[src/rtl/aes_pkg.sv]
// ----------------------------------------------------------------------------
// aes_pkg
// Shared AES definitions for the key schedule and the round datapath.
//   - aes_word_t / aes_block_t : 32-bit word and 128-bit block types
//   - aes_num_rounds_lp        : number of AES-128 rounds (10)
//   - aes_rcon_init_lp         : Rcon value used for round 1
//   - rkg_state_e              : round_key_gen FSM states
//   - xtime / gf_mul / aes_sbox: GF(2^8) helpers and the forward S-box
// ----------------------------------------------------------------------------
package aes_pkg;

    typedef logic [31:0]  aes_word_t;
    typedef logic [127:0] aes_block_t;

    localparam int        aes_num_rounds_lp = 10;
    localparam logic [7:0] aes_rcon_init_lp = 8'h01;

    typedef enum logic {
        e_idle = 1'b0,
        e_run  = 1'b1
    } rkg_state_e;

    // Multiply by x in GF(2^8) modulo x^8 + x^4 + x^3 + x + 1.
    function automatic logic [7:0] xtime(input logic [7:0] b);
        return {b[6:0], 1'b0} ^ (b[7] ? 8'h1B : 8'h00);
    endfunction

    // Shift-and-add GF(2^8) multiply.
    function automatic logic [7:0] gf_mul(input logic [7:0] a, input logic [7:0] b);
        logic [7:0] p;
        logic [7:0] aa;
        p  = 8'h00;
        aa = a;
        for (int i = 0; i < 8; i++) begin
            if (b[i]) begin
                p = p ^ aa;
            end
            aa = xtime(aa);
        end
        return p;
    endfunction

    // Forward S-box: multiplicative inverse (b^254, with 0 -> 0) followed by
    // the FIPS-197 affine transform. The loop builds b^(2^k - 1) up to
    // b^127, and a final square gives b^254.
    function automatic logic [7:0] aes_sbox(input logic [7:0] b);
        logic [7:0] p;
        logic [7:0] s;
        p = b;
        for (int i = 0; i < 6; i++) begin
            p = gf_mul(gf_mul(p, p), b);
        end
        p = gf_mul(p, p);
        s = p ^ {p[6:0], p[7]} ^ {p[5:0], p[7:6]} ^ {p[4:0], p[7:5]} ^ {p[3:0], p[7:4]} ^ 8'h63;
        return s;
    endfunction

endpackage

[src/rtl/round_key_gen_if.sv]
// ----------------------------------------------------------------------------
// round_key_gen_if
// Key-in / round-key-out bus of round_key_gen.
//   key_i, v_i, ready_o         : cipher key input, transfers on v_i & ready_o
//   round_key_o, round_o, v_o   : current round key, its index, valid
//   yumi_i                      : consumer takes the current round key
// Modports: slave = round_key_gen side, master = upstream/consumer side.
// ----------------------------------------------------------------------------
interface round_key_gen_if;
    import aes_pkg::*;

    aes_block_t key_i;
    logic       v_i;
    logic       ready_o;
    aes_block_t round_key_o;
    logic [3:0] round_o;
    logic       v_o;
    logic       yumi_i;

    modport slave (
        input  key_i, v_i, yumi_i,
        output ready_o, round_key_o, round_o, v_o
    );

    modport master (
        output key_i, v_i, yumi_i,
        input  ready_o, round_key_o, round_o, v_o
    );

endinterface

[src/rtl/key_sched_step.sv]
// ----------------------------------------------------------------------------
// key_sched_step
// One combinational AES-128 key expansion step.
//   i_key  : current round key, w0 = i_key[127:96]
//   i_rcon : round constant for the key being produced
//   o_key  : next round key
// ----------------------------------------------------------------------------
module key_sched_step
    import aes_pkg::*;
(
    input  aes_block_t i_key,
    input  logic [7:0] i_rcon,
    output aes_block_t o_key
);

    aes_word_t w_w0, w_w1, w_w2, w_w3;
    aes_word_t w_rot, w_sub, w_t;
    aes_word_t w_n0, w_n1, w_n2, w_n3;

    assign w_w0 = i_key[127:96];
    assign w_w1 = i_key[95:64];
    assign w_w2 = i_key[63:32];
    assign w_w3 = i_key[31:0];

    // RotWord: byte 0 (MSB) moves to the least-significant byte.
    assign w_rot = {w_w3[23:0], w_w3[31:24]};

    sub_bytes #(.NUM_BYTES(4)) u_sub_word (
        .i_data (w_rot),
        .o_data (w_sub)
    );

    assign w_t  = w_sub ^ {i_rcon, 24'h000000};
    assign w_n0 = w_w0 ^ w_t;
    assign w_n1 = w_w1 ^ w_n0;
    assign w_n2 = w_w2 ^ w_n1;
    assign w_n3 = w_w3 ^ w_n2;

    assign o_key = {w_n0, w_n1, w_n2, w_n3};

endmodule

[src/rtl/sub_bytes.sv]
// ----------------------------------------------------------------------------
// sub_bytes
// Combinational AES SubBytes over NUM_BYTES bytes.
//   i_data : NUM_BYTES input bytes
//   o_data : S-box of each byte, same byte positions
// ----------------------------------------------------------------------------
module sub_bytes
    import aes_pkg::*;
#(
    parameter int NUM_BYTES = 4
) (
    input  logic [8*NUM_BYTES-1:0] i_data,
    output logic [8*NUM_BYTES-1:0] o_data
);

    for (genvar g = 0; g < NUM_BYTES; g++) begin : g_sbox
        assign o_data[8*g +: 8] = aes_sbox(i_data[8*g +: 8]);
    end

endmodule

[src/rtl/round_key_gen.sv]
// ----------------------------------------------------------------------------
// round_key_gen
// Iterative AES-128 key schedule: accepts one cipher key and streams round
// keys 0..10, one per consumer yumi, computing each key on the fly.
//   clk_i       : clock
//   reset_i     : synchronous active-high reset
//   bus         : round_key_gen_if.slave (key in, round key out)
//   dbg_state_o : current FSM state, for observation only
//
// Handshake: a key transfers on the rising edge where v_i & ready_o; ready_o
// is high only in IDLE. A round key is offered while v_o is high (RUN) and is
// consumed on the edge where yumi_i is high; round_key_o/round_o stay
// unchanged until then. yumi_i with v_o low and v_i with ready_o low are
// ignored. All outputs come straight from registers.
// ----------------------------------------------------------------------------
module round_key_gen
    import aes_pkg::*;
(
    input  logic                  clk_i,
    input  logic                  reset_i,
    round_key_gen_if.slave        bus,
    output rkg_state_e            dbg_state_o
);

    localparam logic [3:0] last_round_lp = 4'(aes_num_rounds_lp);

    rkg_state_e r_state;
    aes_block_t r_key;
    logic [3:0] r_round;
    logic [7:0] r_rcon;

    rkg_state_e w_state_nxt;
    aes_block_t w_key_nxt;
    logic [3:0] w_round_nxt;
    logic [7:0] w_rcon_nxt;
    aes_block_t w_step_key;

    key_sched_step u_step (
        .i_key  (r_key),
        .i_rcon (r_rcon),
        .o_key  (w_step_key)
    );

    always_ff @(posedge clk_i) begin
        if (reset_i) begin
            r_state <= e_idle;
            r_key   <= '0;
            r_round <= '0;
            r_rcon  <= aes_rcon_init_lp;
        end else begin
            r_state <= w_state_nxt;
            r_key   <= w_key_nxt;
            r_round <= w_round_nxt;
            r_rcon  <= w_rcon_nxt;
        end
    end

    always_comb begin
        w_state_nxt = r_state;
        w_key_nxt   = r_key;
        w_round_nxt = r_round;
        w_rcon_nxt  = r_rcon;
        case (r_state)
            e_idle: begin
                if (bus.v_i) begin
                    w_key_nxt   = bus.key_i;
                    w_round_nxt = '0;
                    w_rcon_nxt  = aes_rcon_init_lp;
                    w_state_nxt = e_run;
                end
            end
            e_run: begin
                if (bus.yumi_i) begin
                    // The last key leaves key_r/round_r untouched so the
                    // final values stay visible after the stream ends.
                    if (r_round == last_round_lp) begin
                        w_state_nxt = e_idle;
                    end else begin
                        w_key_nxt   = w_step_key;
                        w_round_nxt = r_round + 4'd1;
                        w_rcon_nxt  = xtime(r_rcon);
                    end
                end
            end
            default: begin
                w_state_nxt = e_idle;
            end
        endcase
    end

    assign bus.ready_o     = (r_state == e_idle);
    assign bus.v_o         = (r_state == e_run);
    assign bus.round_key_o = r_key;
    assign bus.round_o     = r_round;
    assign dbg_state_o     = r_state;

endmodule
[src/flat_wrapper.sv]
// flat-port wrapper written by rule: the top's interface ports become plain ports
module round_key_gen_flat import aes_pkg::*;
  (clk_i, reset_i, dbg_state_o, bus_key_i, bus_v_i, bus_yumi_i, bus_ready_o, bus_round_key_o, bus_round_o, bus_v_o);
  round_key_gen_if bus_i ();
  input  logic clk_i;
  input  logic reset_i;
  output rkg_state_e dbg_state_o;
  input wire logic [$bits(bus_i.key_i)-1:0] bus_key_i;
  input wire logic [$bits(bus_i.v_i)-1:0] bus_v_i;
  input wire logic [$bits(bus_i.yumi_i)-1:0] bus_yumi_i;
  output wire logic [$bits(bus_i.ready_o)-1:0] bus_ready_o;
  output wire logic [$bits(bus_i.round_key_o)-1:0] bus_round_key_o;
  output wire logic [$bits(bus_i.round_o)-1:0] bus_round_o;
  output wire logic [$bits(bus_i.v_o)-1:0] bus_v_o;
  assign bus_i.key_i = bus_key_i;
  assign bus_i.v_i = bus_v_i;
  assign bus_i.yumi_i = bus_yumi_i;
  assign bus_ready_o = bus_i.ready_o;
  assign bus_round_key_o = bus_i.round_key_o;
  assign bus_round_o = bus_i.round_o;
  assign bus_v_o = bus_i.v_o;
  round_key_gen u_core (.clk_i(clk_i), .reset_i(reset_i), .bus(bus_i), .dbg_state_o(dbg_state_o));
endmodule
[config.mk]
export PLATFORM = sky130hd
export DESIGN_NAME = round_key_gen_flat
export DESIGN_NICKNAME = d
export VERILOG_FILES = /design/src/rtl/aes_pkg.sv /design/src/rtl/round_key_gen_if.sv /design/src/rtl/key_sched_step.sv /design/src/rtl/sub_bytes.sv /design/src/rtl/round_key_gen.sv /design/src/flat_wrapper.sv
export SDC_FILE = /design/constraint.sdc
export NUM_CORES = 2
export LEC_CHECK = 0
export BUFFER_PORTS_ARGS = -buffer_cell sky130_fd_sc_hd__buf_2
export CAP_MARGIN = 30
export CORE_MARGIN = 2
export CORE_UTILIZATION = 57
export CTS_CLUSTER_SIZE = 28
export DETAILED_ROUTE_END_ITERATION = 6
export HOLD_SLACK_MARGIN = 0.1
export PLACE_DENSITY = 0.75
export SYNTH_ARGS = -nofsm -noshare
export SYNTH_HDL_FRONTEND = slang
export SYNTH_SLANG_ARGS = --single-unit
[constraint.sdc]
create_clock -name clk_i -period 22 [get_ports clk_i]
set_input_delay 4.4 -clock clk_i [delete_from_list [all_inputs] [get_ports clk_i]]
set_output_delay 4.4 -clock clk_i [all_outputs]
set_load 0.005 [all_outputs]
==> metrics.cfg <==
[cts]
cts_made_buffers=17
htreeDepth=4
clk_pin_slew_ps=90
cts_buffer_depth=2
holdBufCountCts=0
cts-root-buf=clkbuf_16
tritoncts=yes
cts.sinks=141
clkLatencyLatePin_ps=520

[drt]
routed-via-count=60700
wl_per_cell_um=22.3
via_per_inst=6.32
initialDrtViolationCount=7067
drtAntennaViolNets=0
dr.pass1.iters=7
routed_wirelength_um=215000
route.detailed.drc=0

[sta]
fmax_mhz=47.1
slew_headroom_pct=32.3
tightestPinTransition_ps=1010
fin_crit_ps=21240
tns_ps=0
rsz0062_at_grt=true
maxSlewViolCount=0
setup_violations=0
fin_skew_ps=29.1
hold_viol=0
post-route-period-util_pct=96.5
fin_ws_ps=762

[synth]
yosysMostFrequentCell=xnor2_1
ys_seq_elements=141
synth.area.top_cells=xnor2_1 18%, xnor3_1 16%, xor2_1 7.7%
avgSynthCellArea_um2=8.02
synth-edff-count=0
yosysTopAreaCell=xnor2_1
synth.distinct_cells=115
yosys_warnings=0
synth.net_count=7988
syn_area_mm2=0.0628
ys_seq_area_share_pct=4.50
netlist_top_cells_count=1320 x xnor2_1, 1133 x nand2_1, 696 x nor2_1
syn_inst=7826
yosysTopAreaCellShare_pct=18.4
synth_flop_cell=dfxtp_1
async_flop_share_pct=0

[worst_setup_path]
worstSetupPathDepth=82
worst_r2r_startpoint=u_core.bus.round_key_o[8]
path_delay_family=XOR/XNOR gates
critPathArrivalTime_ps=21660
crit_top_cell=xnor3_1
required_ps=22420
cp_max_fo=16
slowest_stage=xor3_2
critPathLaunch=u_core.bus.round_key_o[8]
rrSetupSlack_ps=760
cp-start-kind=flop
critPathKind=flop to flop
max_stage_delay_ps=530
end_kind=flop
r2r_end=u_core.bus.round_key_o[21]
r2r_cells=82
critPathBufInv=8
endpoint=u_core.bus.round_key_o[21]

[grt]
grt_max_degree=76
grt.total_usage_pct=36.1
grt_pass1_vias=56300
grt.overflow.total=0
antenna_found_initial=13
grt_pass1_wl_um=325000

[die]
core-area_mm2=0.109
fp.dieArea_mm2=0.113
fp.dieH_um=336
start_util_pct=57.6
num_io_pins=267
die_x_um=336
rows=121

[place]
place_ws_ps=-559
gp_congestion=0.983
dp_hpwl_um=157000
portBuffers=266

[status]
outcome=finished clean

[worst_hold_path]
min_path_type=flop to flop

[final_layout]
layout-drive-gt1-share_pct=18.6
area_delta_synth_final_pct=13.1
nNetsFinal=8343

[job]
drv_cap=0

-- registers in the layout, summed over array words and instances, names as in the netlist --
name	count
u_core.bus.round_key_o	128
u_core.bus.round_o	4
u_core.bus.v_o	1
u_core.r_rcon	8
-- logic make-up after synthesis --
kind of cell	Yosys count	synth area share, %
simple gates	2597	18.3
xor+xnor	2578	50.7
compound gates	1421	15.2
buf+inv	694	4.71
mux	365	5.95
flops	141	4.50
fa+ha+maj	30	0.598
-- worst register-to-register path, delay by kind of cell (launching register included) --
kind	cells	cell delay, ps
xor gates and xnor gates	39	11660
AOI/OAI and AO/OA	12	2520
adders and majority gates	7	2400
and+or+nand+nor	12	2060
buffers and inverters	8	1280
muxes	4	950
DFF	1	340
-- routing by layer --
metal / GRT usage, % / routed length (um) / up-vias
met3: 8.29 / 24800 / 573
li1: - / - / 27700
met4: 13.3 / 8460 / 8
met2: 56.0 / 94300 / 3557
met5: 0 / 49 / -
met1: 49.1 / 87000 / 28900
-- worst min-delay path by stage --
stage                                     from                    endpoint  slack (ps)  cells past startpoint
floorplan                     u_core.r_rcon[5]            u_core.r_rcon[6]         460                      2
global placement    u_core.bus.round_key_o[61]  u_core.bus.round_key_o[61]         460                      2
detailed placement            u_core.r_rcon[5]            u_core.r_rcon[6]         470                      2
CTS                           u_core.r_rcon[5]            u_core.r_rcon[6]         460                      2
global route                  u_core.r_rcon[5]            u_core.r_rcon[6]         480                      2
finish                        u_core.r_rcon[5]            u_core.r_rcon[6]         470                      2
-- final cells by class --
class	count	area (um^2)
sequential	141	2910
tap	1414	1770
inverter	115	440
clock buffer	19	464
antenna	5	12.5
multi-input combinational	6993	58800
timing repair buffer	913	6460
clock inverter	13	151
fill	9180	38000
-- cell usage in the layout, fill, tap and decap left out, drive strengths merged, types with 20 or more instances in the layout --
| master | n |
|---|---|
| or3 | 50 |
| o211ai | 65 |
| mux2 | 63 |
| nor2b | 82 |
| o221ai | 30 |
| nor2 | 699 |
| nor3b | 24 |
| and3 | 33 |
| buf | 912 |
| dfxtp | 141 |
| o21a | 23 |
| xor2 | 593 |
| a21oi | 360 |
| nand3b | 35 |
| o21ai | 288 |
| nand2b | 61 |
| mux2i | 302 |
| xnor3 | 479 |
| nor4 | 25 |
| clkbuf | 20 |
| a31oi | 59 |
| a21o | 25 |
| xor3 | 98 |
| ha | 30 |
| a22oi | 148 |
| or2 | 21 |
| nand3 | 163 |
| nor3 | 156 |
| a221oi | 51 |
| xnor2 | 1410 |
| a222oi | 29 |
| and2 | 54 |
| inv | 109 |
| o22ai | 58 |
| nand2 | 1136 |
| a211oi | 42 |
-- metrics by stage --
stage               cells  util, %  area [um^2]  hold WS (ps)
CTS                  9508     63.1        68800           465
global route         9613     65.1        71000           485
global placement     9456     62.1        67700           464
detailed placement   9458     62.1        67700           474
finish               9613     65.1        71000           468
floorplan            7826        -        62900           457
-- timing repair --
action / CTS / global route
setup endpoints to repair: 69 / 128
gates cloned: 1 / 3
resized for setup: 41 / 259
buffers inserted: 17 / 97
pin swaps: 9 / 71
Power is not shown: default switching activity piles up to over one toggle a cycle in this logic, so the estimate is an artifact.
